$ cat src/rtl/weight_sparse_encoder_pkg.sv
// rtl/weight_sparse_encoder_pkg.sv - shared sizes, FSM encoding and magnitude helper for the sparse weight encoder
package weight_sparse_encoder_pkg;

    localparam int DATA_WIDTH      = 8;
    localparam int KERNEL_WIDTH    = 3;
    localparam int KERNEL_SIZE     = KERNEL_WIDTH * KERNEL_WIDTH;
    localparam int WEI_INDEX_WIDTH = 2;
    localparam int KNUM_WIDTH      = 8;
    localparam int WIDX_WIDTH      = $clog2(KERNEL_SIZE);
    localparam int ROW_NNZ_WIDTH   = WEI_INDEX_WIDTH * KERNEL_WIDTH;

    typedef enum logic [1:0] {
        ST_IDLE   = 2'd0,
        ST_LOAD   = 2'd1,
        ST_COMMIT = 2'd2,
        ST_FIN    = 2'd3
    } state_t;

    // Two's complement magnitude; the most negative code saturates to the largest positive one.
    function automatic logic [DATA_WIDTH-1:0] abs_sat(input logic [DATA_WIDTH-1:0] v);
        if (!v[DATA_WIDTH-1]) begin
            return v;
        end
        if (v == {1'b1, {(DATA_WIDTH-1){1'b0}}}) begin
            return {1'b0, {(DATA_WIDTH-1){1'b1}}};
        end
        return -v;
    endfunction

endpackage

$ cat src/rtl/weight_sparse_encoder_if.sv
// rtl/weight_sparse_encoder_if.sv - dense weight input stream and sparse write ports of the encoder
interface weight_sparse_encoder_if;
    import weight_sparse_encoder_pkg::*;

    logic                     in_valid;
    logic [DATA_WIDTH-1:0]    in_data;
    logic                     in_ready;
    logic                     wr_req_wei;
    logic [DATA_WIDTH-1:0]    wr_data_wei;
    logic                     wr_req_wei_flag;
    logic [KERNEL_SIZE-1:0]   wr_data_wei_flag;
    logic [ROW_NNZ_WIDTH-1:0] row_nnz;

    // master is the encoder side, slave is the feeder plus the weight buffer stage
    modport master (
        input  in_valid, in_data,
        output in_ready, wr_req_wei, wr_data_wei, wr_req_wei_flag, wr_data_wei_flag, row_nnz
    );

    modport slave (
        output in_valid, in_data,
        input  in_ready, wr_req_wei, wr_data_wei, wr_req_wei_flag, wr_data_wei_flag, row_nnz
    );

endinterface

$ cat src/rtl/weight_sparse_encoder_kernel_flag_accum.sv
// rtl/weight_sparse_encoder_kernel_flag_accum.sv - per-kernel nonzero flag word and per-row nonzero counts
module weight_sparse_encoder_kernel_flag_accum
    import weight_sparse_encoder_pkg::*;
(
    input  logic                     clk,
    input  logic                     reset,
    input  logic                     accept,
    input  logic                     clear,
    input  logic [WIDX_WIDTH-1:0]    widx,
    input  logic                     nonzero,
    output logic [KERNEL_SIZE-1:0]   flag,
    output logic [ROW_NNZ_WIDTH-1:0] row_nnz
);

    logic [KERNEL_SIZE-1:0]   flag_q;
    logic [ROW_NNZ_WIDTH-1:0] row_nnz_q;
    logic [WIDX_WIDTH-1:0]    row;

    assign row = widx / WIDX_WIDTH'(KERNEL_WIDTH);

    // Outputs already include the weight being accepted, so the last weight lands in the committed word.
    always_comb begin
        flag    = flag_q;
        row_nnz = row_nnz_q;
        if (accept && nonzero) begin
            for (int i = 0; i < KERNEL_SIZE; i++) begin
                if (widx == WIDX_WIDTH'(i)) begin
                    flag[i] = 1'b1;
                end
            end
            for (int r = 0; r < KERNEL_WIDTH; r++) begin
                if (row == WIDX_WIDTH'(r)) begin
                    row_nnz[r*WEI_INDEX_WIDTH +: WEI_INDEX_WIDTH] =
                        row_nnz_q[r*WEI_INDEX_WIDTH +: WEI_INDEX_WIDTH] + WEI_INDEX_WIDTH'(1);
                end
            end
        end
    end

    always_ff @(posedge clk) begin
        if (reset || clear) begin
            flag_q    <= '0;
            row_nnz_q <= '0;
        end else begin
            flag_q    <= flag;
            row_nnz_q <= row_nnz;
        end
    end

endmodule

$ cat src/rtl/weight_sparse_encoder.sv
// rtl/weight_sparse_encoder.sv - dense 3x3 kernel to sparse weight/flag writer; WEI_PRUNE_EN adds magnitude pruning
module weight_sparse_encoder
    import weight_sparse_encoder_pkg::*;
(
    input  logic                  clk,
    input  logic                  reset,
    input  logic                  start,
    input  logic [KNUM_WIDTH-1:0] num_kernels,
`ifdef WEI_PRUNE_EN
    input  logic [DATA_WIDTH-1:0] prune_thr,
`endif
    output logic                  busy,
    output logic                  done,
    weight_sparse_encoder_if.master bus
);

    localparam logic [WIDX_WIDTH-1:0] LAST_WIDX = WIDX_WIDTH'(KERNEL_SIZE - 1);

    state_t                   state;
    logic [WIDX_WIDTH-1:0]    widx;
    logic [KNUM_WIDTH-1:0]    kcnt;
    logic                     accept;
    logic                     nonzero;
    logic                     clear;
    logic [KERNEL_SIZE-1:0]   flag_word;
    logic [ROW_NNZ_WIDTH-1:0] row_word;

    assign accept = bus.in_valid && bus.in_ready;
    assign clear  = (state == ST_COMMIT);

`ifdef WEI_PRUNE_EN
    logic [DATA_WIDTH-1:0] thr;

    // Threshold is frozen for the whole job so a changing input cannot split a kernel's rule.
    always_ff @(posedge clk) begin
        if (reset) begin
            thr <= '0;
        end else if (state == ST_IDLE && start) begin
            thr <= prune_thr;
        end
    end

    assign nonzero = abs_sat(bus.in_data) > thr;
`else
    assign nonzero = bus.in_data != '0;
`endif

    weight_sparse_encoder_kernel_flag_accum u_accum (
        .clk     (clk),
        .reset   (reset),
        .accept  (accept),
        .clear   (clear),
        .widx    (widx),
        .nonzero (nonzero),
        .flag    (flag_word),
        .row_nnz (row_word)
    );

    always_ff @(posedge clk) begin
        if (reset) begin
            state                <= ST_IDLE;
            widx                 <= '0;
            kcnt                 <= '0;
            busy                 <= 1'b0;
            done                 <= 1'b0;
            bus.in_ready         <= 1'b0;
            bus.wr_req_wei       <= 1'b0;
            bus.wr_data_wei      <= '0;
            bus.wr_req_wei_flag  <= 1'b0;
            bus.wr_data_wei_flag <= '0;
            bus.row_nnz          <= '0;
        end else begin
            bus.wr_req_wei      <= 1'b0;
            bus.wr_req_wei_flag <= 1'b0;
            done                <= 1'b0;
            case (state)
                ST_IDLE: begin
                    if (start) begin
                        kcnt <= num_kernels;
                        busy <= 1'b1;
                        if (num_kernels == '0) begin
                            state <= ST_FIN;
                            done  <= 1'b1;
                        end else begin
                            state        <= ST_LOAD;
                            bus.in_ready <= 1'b1;
                        end
                    end
                end
                ST_LOAD: begin
                    if (accept) begin
                        if (nonzero) begin
                            bus.wr_req_wei  <= 1'b1;
                            bus.wr_data_wei <= bus.in_data;
                        end
                        if (widx == LAST_WIDX) begin
                            widx                 <= '0;
                            state                <= ST_COMMIT;
                            bus.in_ready         <= 1'b0;
                            bus.wr_req_wei_flag  <= 1'b1;
                            bus.wr_data_wei_flag <= flag_word;
                            bus.row_nnz          <= row_word;
                            done                 <= (kcnt == KNUM_WIDTH'(1));
                        end else begin
                            widx <= widx + WIDX_WIDTH'(1);
                        end
                    end
                end
                ST_COMMIT: begin
                    kcnt <= kcnt - KNUM_WIDTH'(1);
                    if (kcnt == KNUM_WIDTH'(1)) begin
                        state <= ST_IDLE;
                        busy  <= 1'b0;
                    end else begin
                        state        <= ST_LOAD;
                        bus.in_ready <= 1'b1;
                    end
                end
                ST_FIN: begin
                    state <= ST_IDLE;
                    busy  <= 1'b0;
                end
                default: begin
                    state        <= ST_IDLE;
                    busy         <= 1'b0;
                    bus.in_ready <= 1'b0;
                end
            endcase
        end
    end

endmodule

$ cat src/flat_wrapper.sv
// flat-port wrapper written by rule: the top's interface ports become plain ports
module weight_sparse_encoder_flat import weight_sparse_encoder_pkg::*;
  (clk, reset, start, num_kernels, busy, done, bus_in_valid, bus_in_data, bus_in_ready, bus_wr_req_wei, bus_wr_data_wei, bus_wr_req_wei_flag, bus_wr_data_wei_flag, bus_row_nnz);
  weight_sparse_encoder_if bus_i ();
  input  logic clk;
  input  logic reset;
  input  logic start;
  input  logic [KNUM_WIDTH-1:0] num_kernels;
  output logic busy;
  output logic done;
  input wire logic [$bits(bus_i.in_valid)-1:0] bus_in_valid;
  input wire logic [$bits(bus_i.in_data)-1:0] bus_in_data;
  output wire logic [$bits(bus_i.in_ready)-1:0] bus_in_ready;
  output wire logic [$bits(bus_i.wr_req_wei)-1:0] bus_wr_req_wei;
  output wire logic [$bits(bus_i.wr_data_wei)-1:0] bus_wr_data_wei;
  output wire logic [$bits(bus_i.wr_req_wei_flag)-1:0] bus_wr_req_wei_flag;
  output wire logic [$bits(bus_i.wr_data_wei_flag)-1:0] bus_wr_data_wei_flag;
  output wire logic [$bits(bus_i.row_nnz)-1:0] bus_row_nnz;
  assign bus_i.in_valid = bus_in_valid;
  assign bus_i.in_data = bus_in_data;
  assign bus_in_ready = bus_i.in_ready;
  assign bus_wr_req_wei = bus_i.wr_req_wei;
  assign bus_wr_data_wei = bus_i.wr_data_wei;
  assign bus_wr_req_wei_flag = bus_i.wr_req_wei_flag;
  assign bus_wr_data_wei_flag = bus_i.wr_data_wei_flag;
  assign bus_row_nnz = bus_i.row_nnz;
  weight_sparse_encoder u_core (.clk(clk), .reset(reset), .start(start), .num_kernels(num_kernels), .busy(busy), .done(done), .bus(bus_i));
endmodule
$ cat config.mk
export PLATFORM = sky130hd
export DESIGN_NAME = weight_sparse_encoder_flat
export DESIGN_NICKNAME = d
export VERILOG_FILES = /design/src/rtl/weight_sparse_encoder_pkg.sv /design/src/rtl/weight_sparse_encoder_if.sv /design/src/rtl/weight_sparse_encoder_kernel_flag_accum.sv /design/src/rtl/weight_sparse_encoder.sv /design/src/flat_wrapper.sv
export SDC_FILE = /design/constraint.sdc
export NUM_CORES = 1
export LEC_CHECK = 0
export ABC_AREA = 1
export BUFFER_PORTS_ARGS = -buffer_cell sky130_fd_sc_hd__buf_2
export CAP_MARGIN = 0
export CORE_MARGIN = 2
export CORE_UTILIZATION = 45
export DETAILED_ROUTE_END_ITERATION = 16
export HOLD_SLACK_MARGIN = 0.15
export PLACE_DENSITY = 0.67
export SLEW_MARGIN = 20
export SYNTH_ARGS = -nofsm -noshare
export SYNTH_HDL_FRONTEND = slang
export SYNTH_HIERARCHICAL = 1
export SYNTH_SLANG_ARGS = --single-unit
$ cat constraint.sdc
create_clock -name clk -period 5.4 [get_ports clk]
set_input_delay 1.62 -clock clk [delete_from_list [all_inputs] [get_ports clk]]
set_output_delay 1.62 -clock clk [all_outputs]
set_load 0.03 [all_outputs]
After elaboration in Yosys (flattened, before gate mapping)
Index checks and enable logic that the tools add are counted.
- register bits after elaboration: 57
- input port bits: 20
- logic and storage cells: 99
- reductions and logical operators: 19
- equality and inequality tests: 20
- bitwise gates (word level): 2
- add/subtract/negate cells: 5
- divide/modulo/power cells: 1
- muxes and demuxes: 39
- operator list (kind ; count):
    1-bit two-way mux ; 23
    4-bit by 3-bit == test with 1-bit output (second input constant) ; 4
    8-bit case mux with 2 select lines ; 1
    2-bit two-way mux ; 7
    4-bit by 2-bit == test with 1-bit output (second input constant) ; 3
    3-bit AND reduction ; 4
    9-bit two-way mux ; 1
    4-bit by 1-bit == test with 1-bit output (second input constant) ; 2
    8-bit by 1-bit == test with 1-bit output (second input constant) ; 1
    4-bit logical NOT ; 2
    8-bit logical NOT ; 1
    8-bit two-way mux ; 1
    2-bit != test (second input constant) ; 4
    2-bit case mux with 4 select lines ; 1
    8-bit nonzero test ; 1
    8-bit by 1-bit subtractor with 8-bit output (second input constant) ; 1
    2-bit by 1-bit adder with 2-bit output (second input constant) ; 3
    6-bit two-way mux ; 1
    1-bit case mux with 3 select lines ; 2
    6-bit AND reduction ; 1
    3-bit nonzero test ; 2
    4-bit by 1-bit adder with 4-bit output (second input constant) ; 1
    4-bit by 2-bit divider with 4-bit output (second input constant) ; 1
    2-bit == test (second input constant) ; 2
    12 further kinds ; 16

Logic depth before layout (Yosys ltp)
Gate-level depths: netlist (run 1).
- depth after elaboration: 4
- mapped depth: 13

Modules after synthesis
Netlist (run 1), hierarchy kept.
- modules (own cells, without submodules) (module ; area each (um^2) ; seq. area each (um^2) ; cells an instance ; instances):
    weight_sparse_encoder ; 1848.0 ; 840.8 ; 267 ; 1
    weight_sparse_encoder_kernel_flag_accum ; 825.8 ; 300.3 ; 118 ; 1

Worst setup path after synthesis (run 1)
No wires, ideal clock.
- kind: input-to-reg
- start point: in bus_in_valid
- end point: reg u_core.bus.row_nnz[3]
- path slack: 2.697 ns
- stages on the path: 11
- arrival: 2.590 ns
- library setup time: 0.113 ns
- data required time: 5.287 ns
- cells stage by stage: nand2_1 inv_1 nand2_1 inv_1 nand2_2 nor2_4 nand2_1 nand2_1 nand2_1 nand2_1 nand2_1
- cells in the longest elaborated chain, start to end: 3
- elaborated cells on any way between the ends: 4
- classes of those cells: mux: 1; reduce/logical: 3
- ends and longest elaborated chain (element ; RTL line ; text):
    start: declaration ; flat_wrapper.sv:11 ; input wire logic [$bits(bus_i.in_valid)-1:0] bus_in_valid;
    1-bit logical AND ; weight_sparse_encoder.sv:28 ; assign accept = bus.in_valid && bus.in_ready;
    via u_core.accept ; weight_sparse_encoder.sv:22 ; logic accept;
    1-bit logical AND ; weight_sparse_encoder_kernel_flag_accum.sv:25 ; if (accept && nonzero) begin
    6-bit two-way mux ; weight_sparse_encoder_kernel_flag_accum.sv:25 ;
    via u_core.row_word[3] ; weight_sparse_encoder.sv:26 ; logic [ROW_NNZ_WIDTH-1:0] row_word;
    end signal: assignment ; weight_sparse_encoder.sv:102 ; bus.row_nnz <= row_word;
    end: declaration ; weight_sparse_encoder_if.sv:17 ; output in_ready, wr_req_wei, wr_data_wei, wr_req_wei_flag, wr_data_wei_flag, row_nnz
The timed path passes the listed nets, and every way through them passes these cells.
A chain may end at the register's enable or synchronous reset.

==> results.md, run 1 <==
- Status: finished clean
- Gate Count Post-Synth: slightly below 400
- Chip width: a little over 80 µm
- Clock latency on the worst-skew pair: 330 ps
- Commonest non-fill, non-tap cells in the layout: nand2_1 (96), dfxtp_1 (57), nor2_1 (52)
- Final Hold Fails: 0
- Maxcap violations: 0
- Num rows: 28
- Clock Tree Buf Depth: 2
- DR WL/cell: between 10 and 15 µm
- Syn_area_per_cell: approximately 7 µm²
- Final worst path period share: between 50% and 60%
- 1st-iter DRT viols: ~140
- # hold bufs at CTS: 0
- Vias: 2,540
- CP Class: input port to flip-flop
- Synth warn: 6
- Net count, final: between 400 and 500
- Rel. slew slack: a little over two fifths
- Crit end category: flip-flop
- Avg Vias per Cell: slightly below 5
- Tot Pwr: 1.075 mW
- Max Fclk: about 350 MHz
- WL final: about 6.0 mm
- Synthesized flop and latch total: 57
- P_leak: around 1.6 nW
- Unrepaired setup endpoints after global routing: false
- Distinct cells, synth: 32
- CTS Buf Count: 9
- Required time at the worst-slack endpoint: approximately 5700 ps
- Hold path cells: 2
- Mapped Nets: around 400
- Area contributors post-synth: dfxtp_1 (43%), nand2_1 (13%), nor2_1 (7.3%)
- Post-synthesis cell area: 2674 µm²
- IO buf count: between 40 and 50
- Post-CTS Setup Inserts: 0
- Crit path DAT: approximately 3100 ps
- Max Transition Viols Final: 0
- DIE AREA: around 6600 µm²
- Detailed Place HPWL: roughly 4.4 mm
- Largest net degree at the start of global routing: 32
- Pin slew with the least headroom to its limit: 873.1 ps
- Area share of the largest cell type after synthesis: about 43%
- Seq/Total Area, Yosys: 42.68%
- Post-CTS sizing: 0
- Clock transition at path regs: 70 ps
- Setup crit start kind: input port
- Initial antenna violation count: 0
- Maximum VDD drop: between 150 and 200 µV
- Core Area: ~5800 µm²
- Hold Crit Class: flip-flop to flip-flop
- Register area: 1141 µm²
- CTS Root Cell: clkbuf_8
- Filler cells: approximately 600
- Critical Path Fanout Max: 31
- Post-route minimum period: around 2800 ps
- Layout cell share with drive strength beyond 1: 18.41%
- Area growth syn-to-layout: 20.03%
- Vias in the first global route: between 2,000 and 2,500
- First-pass GRT wire length: 10.21 mm
- Commonest non-fill, non-tap cell in the layout: nand2_1
- Initial DRT Pass Iterations: 4
- Post-route ant nets: 0
- Fin util: a little under three fifths
- Layout Skew: roughly 5.4 ps
- Chip Height: about 81 µm
- CTS tree: built
- GPL Wtd Cong: slightly above 0.8
- Overall Global Routing Usage: between 20% and 30%
- Biggest area consumer among synthesized cells: dfxtp_1
- Endpoints failing setup: 0
- I/O pin count: 48
- Grt ovf: 0
- Diodes inserted: 0
- Cells on worst reg2reg path: 12
- Clock sink count: 57
- Multi-input gate area: about 1300 µm²
- Power density cells: roughly 330 nW/µm²
- Final total negative setup slack: 0 ps
- DRC viols: 0
- CTS H-Tree Depth: 3
- Starting Density: a little under half
- Fin Hold WS: about 460 ps
[layer usage]
metal | routed length (µm) | GRT usage, %
met5 | 0 | 0
met4 | 120 | 10.34
met3 | 294 | 5.222
met2 | 2757 | 32.73
met1 | 2825 | 25.07
[path summary, 6_finish.rpt]
kind                                               start                        endpoint  slack [ps]
worst max-delay path                               reset  u_core/bus.wr_data_wei_flag[5]        2560
worst min-delay path            u_core/u_accum/flag_q[6]        u_core/u_accum/flag_q[6]         460
worst max register to register            u_core/widx[2]           u_core/bus.row_nnz[4]        3430
worst min register to register  u_core/u_accum/flag_q[6]        u_core/u_accum/flag_q[6]         460
[layout make-up]
type	instances	share of cell area (%)
multi-input cells	269	40.66
flip-flops and latches	57	35.56
repair buffers	47	7.329
inverters	51	5.965
clock buffers	10	4.288
clock inverters	6	3.275
well taps	75	2.924
[sequential cells by signal (all words and copies together) (netlist names)]
| register | cells |
|---|---|
| u_core/bus.wr_data_wei | 8 |
| u_core/bus.in_ready | 1 |
| u_core/state | 2 |
| u_core/bus.wr_data_wei_flag | 9 |
| u_core/u_accum/row_nnz_q | 6 |
| u_core/busy | 1 |
| u_core/kcnt | 8 |
| u_core/done | 1 |
| u_core/u_accum/flag_q | 9 |
| u_core/bus.wr_req_wei_flag | 1 |
| u_core/bus.wr_req_wei | 1 |
| u_core/bus.row_nnz | 6 |
| u_core/widx | 4 |
[critical path: stages]
cell	delay [ps]
buf_2	160
inv_1	650
nand3_1	220
inv_2	290
nand2_1	90
nand2_1	70
[cells in the mapped netlist (all sizes together)]
| cell | number |
|---|---|
| a21oi | 23 |
| a31oi | 1 |
| and3 | 1 |
| buf | 4 |
| clkbuf | 4 |
| dfxtp | 57 |
| ha | 6 |
| inv | 51 |
| nand2 | 100 |
| nand3 | 39 |
| nand3b | 2 |
| nand4 | 5 |
| nor2 | 57 |
| nor3 | 4 |
| nor3b | 1 |
| o211ai | 1 |
| o21ai | 24 |
| o221ai | 1 |
| o31ai | 1 |
| or2 | 1 |
| xnor2 | 1 |
| xor2 | 1 |
[power by group]
part | total (mW) | switching, mW | internal (mW)
clock | 0.486 | 0.169 | 0.317
sequential | 0.452 | 0.0143 | 0.438
combinational | 0.137 | 0.0925 | 0.0445
[cells by family after synthesis]
group / count (synthesis) / share of synthesized area [%]
XOR/XNOR: 2 / 0.6552
adder cells (fa/ha/maj): 6 / 2.808
buffers and inverters: 59 / 8.517
AND/OR/NAND/NOR: 210 / 35.28
flip-flops: 57 / 42.68
AO/OA/AOI/OAI: 51 / 10.06
[stage by stage]
| stage | instance area (µm²) | std cells | setup slack, ps |
|---|---|---|---|
| floorplan | 2674 | 385 | 2697 |
| global placement | 2967 | 499 | 2255 |
| detailed placement | 2967 | 499 | 2208 |
| CTS | 3209 | 515 | 2557 |
| global route | 3209 | 515 | 2368 |
| finish | 3209 | 515 | 2558 |
(Power assumes the default switching activity.)
==> run 2, diff against run 1 <==
==> constraint.sdc (replaced) <==
create_clock -name clk -period 2.7 [get_ports clk]
set_input_delay 0.81 -clock clk [delete_from_list [all_inputs] [get_ports clk]]
set_output_delay 0.81 -clock clk [all_outputs]
set_load 0.03 [all_outputs]
==> run 2 against run 1 <==
  * First-iteration DRC count decreased by 35%
  * Cell area about the same
  * Worst setup slack lost 1800 ps
  * Via count about the same
  * Critical endpoint is now u_core/bus.row_nnz[5]
  * Largest power group is now sequential cells
==> results.md, run 2 (synthesis gave the netlist of run 1 again) <==
- Post-CTS sizing: 0
- Final worst path period share: between 70% and 80%
- CTS Buf Count: 9
- Cells on worst reg2reg path: 13
- DR WL/cell: ~11 µm
- Hold Startpoint: u_core/u_accum/flag_q[3]
- GPL Wtd Cong: 0.8861
- CTS H-Tree Depth: 3
- Fin Hold WS: 456.3 ps
- Post-route minimum period: 1969 ps
- Endpoints failing setup: 0
- Clock sink count: 57
- Maximum VDD drop: roughly 360 µV
- Biggest regs: u_core/bus.wr_data_wei_flag (9), u_core/u_accum/flag_q (9)
- Clock Tree Buf Depth: 2
- Post-route design area: around 3200 µm²
- Post-route ant nets: 0
- Layout Skew: between 7 and 8 ps
- Net count, final: between 400 and 500
- Overall Global Routing Usage: between 10% and 20%
- Starting Density: 45.98%
- Worst path slowest cell: dfxtp_1
- Reg2reg end: u_core/bus.row_nnz[5]
- Chip width: between 80 and 90 µm
- CTS tree: built
- Final worst setup slack: about 730 ps
- Initial DRT Pass Iterations: 4
- # hold bufs at CTS: 0
- Post-CTS Setup Inserts: 0
- Worst R2R Start: u_core/widx[2]
- CTS Root Cell: clkbuf_8
- Pin slew with the least headroom to its limit: between 400 and 500 ps
- CP max stage delay: approximately 450 ps
- Num rows: 28
- Placed Area: roughly 3000 µm²
- Avg Vias per Cell: just under 5
- Max Fclk: between 500 and 600 MHz
- Detailed Place HPWL: roughly 4.4 mm
- Clock transition at path regs: roughly 60 ps
- IO buf count: between 40 and 50
- Final total negative setup slack: 0 ps
- DIE AREA: roughly 6600 µm²
- Clock latency on the worst-skew pair: around 340 ps
- Maxcap violations: 0
- R2R Setup Slk: about 730 ps
- CP Class: flip-flop to flip-flop
- Setup WS pre-CTS: 571.9 ps
- P_leak: approximately 1.6 nW
- Chip Height: between 80 and 90 µm
- Vias in the first global route: 2,249
- Commonest non-fill, non-tap cells in the layout: nand2_1 (96), dfxtp_1 (57), nor2_1 (52)
- Max Transition Viols Final: 0
- Vias: around 2,500
- Diodes inserted: 0
- CP most frequent cell: nand2_1
- Power density cells: about 650 nW/µm²
- First-pass GRT wire length: between 9 and 10 mm
- Crit end category: flip-flop
- Rel. slew slack: 68.88%
- 1st-iter DRT viols: slightly above 90
- Worst hold path endpoint: u_core/u_accum/flag_q[3]
- Grt ovf: 0
- Unrepaired setup endpoints after global routing: false
- Final Hold Fails: 0
- Crit path DAT: 2240 ps
- DRC viols: 0
- Largest net degree at the start of global routing: 22
- Filler cells: just under 600
- Initial antenna violation count: 0
- I/O pin count: 48
- Required time at the worst-slack endpoint: ~3000 ps
- Layout cell share with drive strength beyond 1: a little under a fifth
- Core Area: ~5800 µm²
- WL final: between 5 and 6 mm
- Critical Path Fanout Max: 7
- Setup crit start kind: flip-flop
- Crit path cell chain: inv_2 -> nor2_4 -> ha_1 -> inv_1 -> ha_1 -> nand3b_1 -> nor3_2 -> nand3_1 -> nand2_1 -> nand2_1 -> inv_1 -> nand2_1 -> nand2_1
- Commonest non-fill, non-tap cell in the layout: nand2_1
- Hold path cells: 2
- Status: finished clean
- Area growth syn-to-layout: 20.07%
- Hold Crit Class: flip-flop to flip-flop
[run 2: changes by cell type in the layout (fill, tap and decap cells not counted), sizes merged]
cell and delta:
buf +2, bufinv -1, clkbuf +1, clkinv -1
clkinvlp +1
[run 2: worst max path at each step]
stage / end / cells after the start / startpoint / slack [ps]
floorplan: u_core/bus.row_nnz[3] / 11 / bus_in_valid / 810
global placement: u_core/bus.row_nnz[3] / 12 / bus_in_data[0] / 630
detailed placement: u_core/bus.row_nnz[3] / 12 / bus_in_data[0] / 570
CTS: u_core/bus.row_nnz[5] / 13 / u_core/widx[2] / 710
global route: u_core/bus.row_nnz[4] / 12 / u_core/widx[2] / 430
finish: u_core/bus.row_nnz[5] / 13 / u_core/widx[2] / 730
[run 2: through the flow]
step | util, % | power (mW) | std cells
final | 55.21 | 2.083 | 517
after floorplan | - | 1.120 | 385
after CTS | 55.21 | 2.107 | 517
after global routing | 55.21 | 2.190 | 517
after global placement | 51.27 | 1.191 | 501
after detailed placement | 51.27 | 1.197 | 501
[run 2: cell type report]
type	count	area, µm²	area share (%)
multi-input cells	269	1305	40.65
flip-flops and latches	57	1141	35.54
repair buffers	49	250.2	7.794
inverters	51	191.4	5.963
clock buffers	11	151.4	4.716
well taps	75	93.84	2.923
clock inverters	5	77.57	2.416
[run 2: worst max-delay path: cells and delay by family, from the launching register on]
kind,cells,cell delay [ps]
flops,1,450
fa+ha+maj,2,430
buf+inv,3,190
simple gates,8,850
[run 2: routing by layer]
metal | up-vias | GRT usage (%) | part of all wire, %
met5 | - | 0 | 0
met4 | 0 | 9.492 | 1.9
met3 | 12 | 4.778 | 6.0
met2 | 55 | 31.82 | 45
met1 | 1143 | 24.57 | 47
li1 | 1332 | - | -
[run 2: report_power, final]
part | leakage [nW] | internal (mW) | switching, mW
registers | 0.462 | 0.876 | 0.0277
logic | 1.02 | 0.0901 | 0.186
clock network | 0.115 | 0.566 | 0.337
total | 1.59 | 1.53 | 0.551
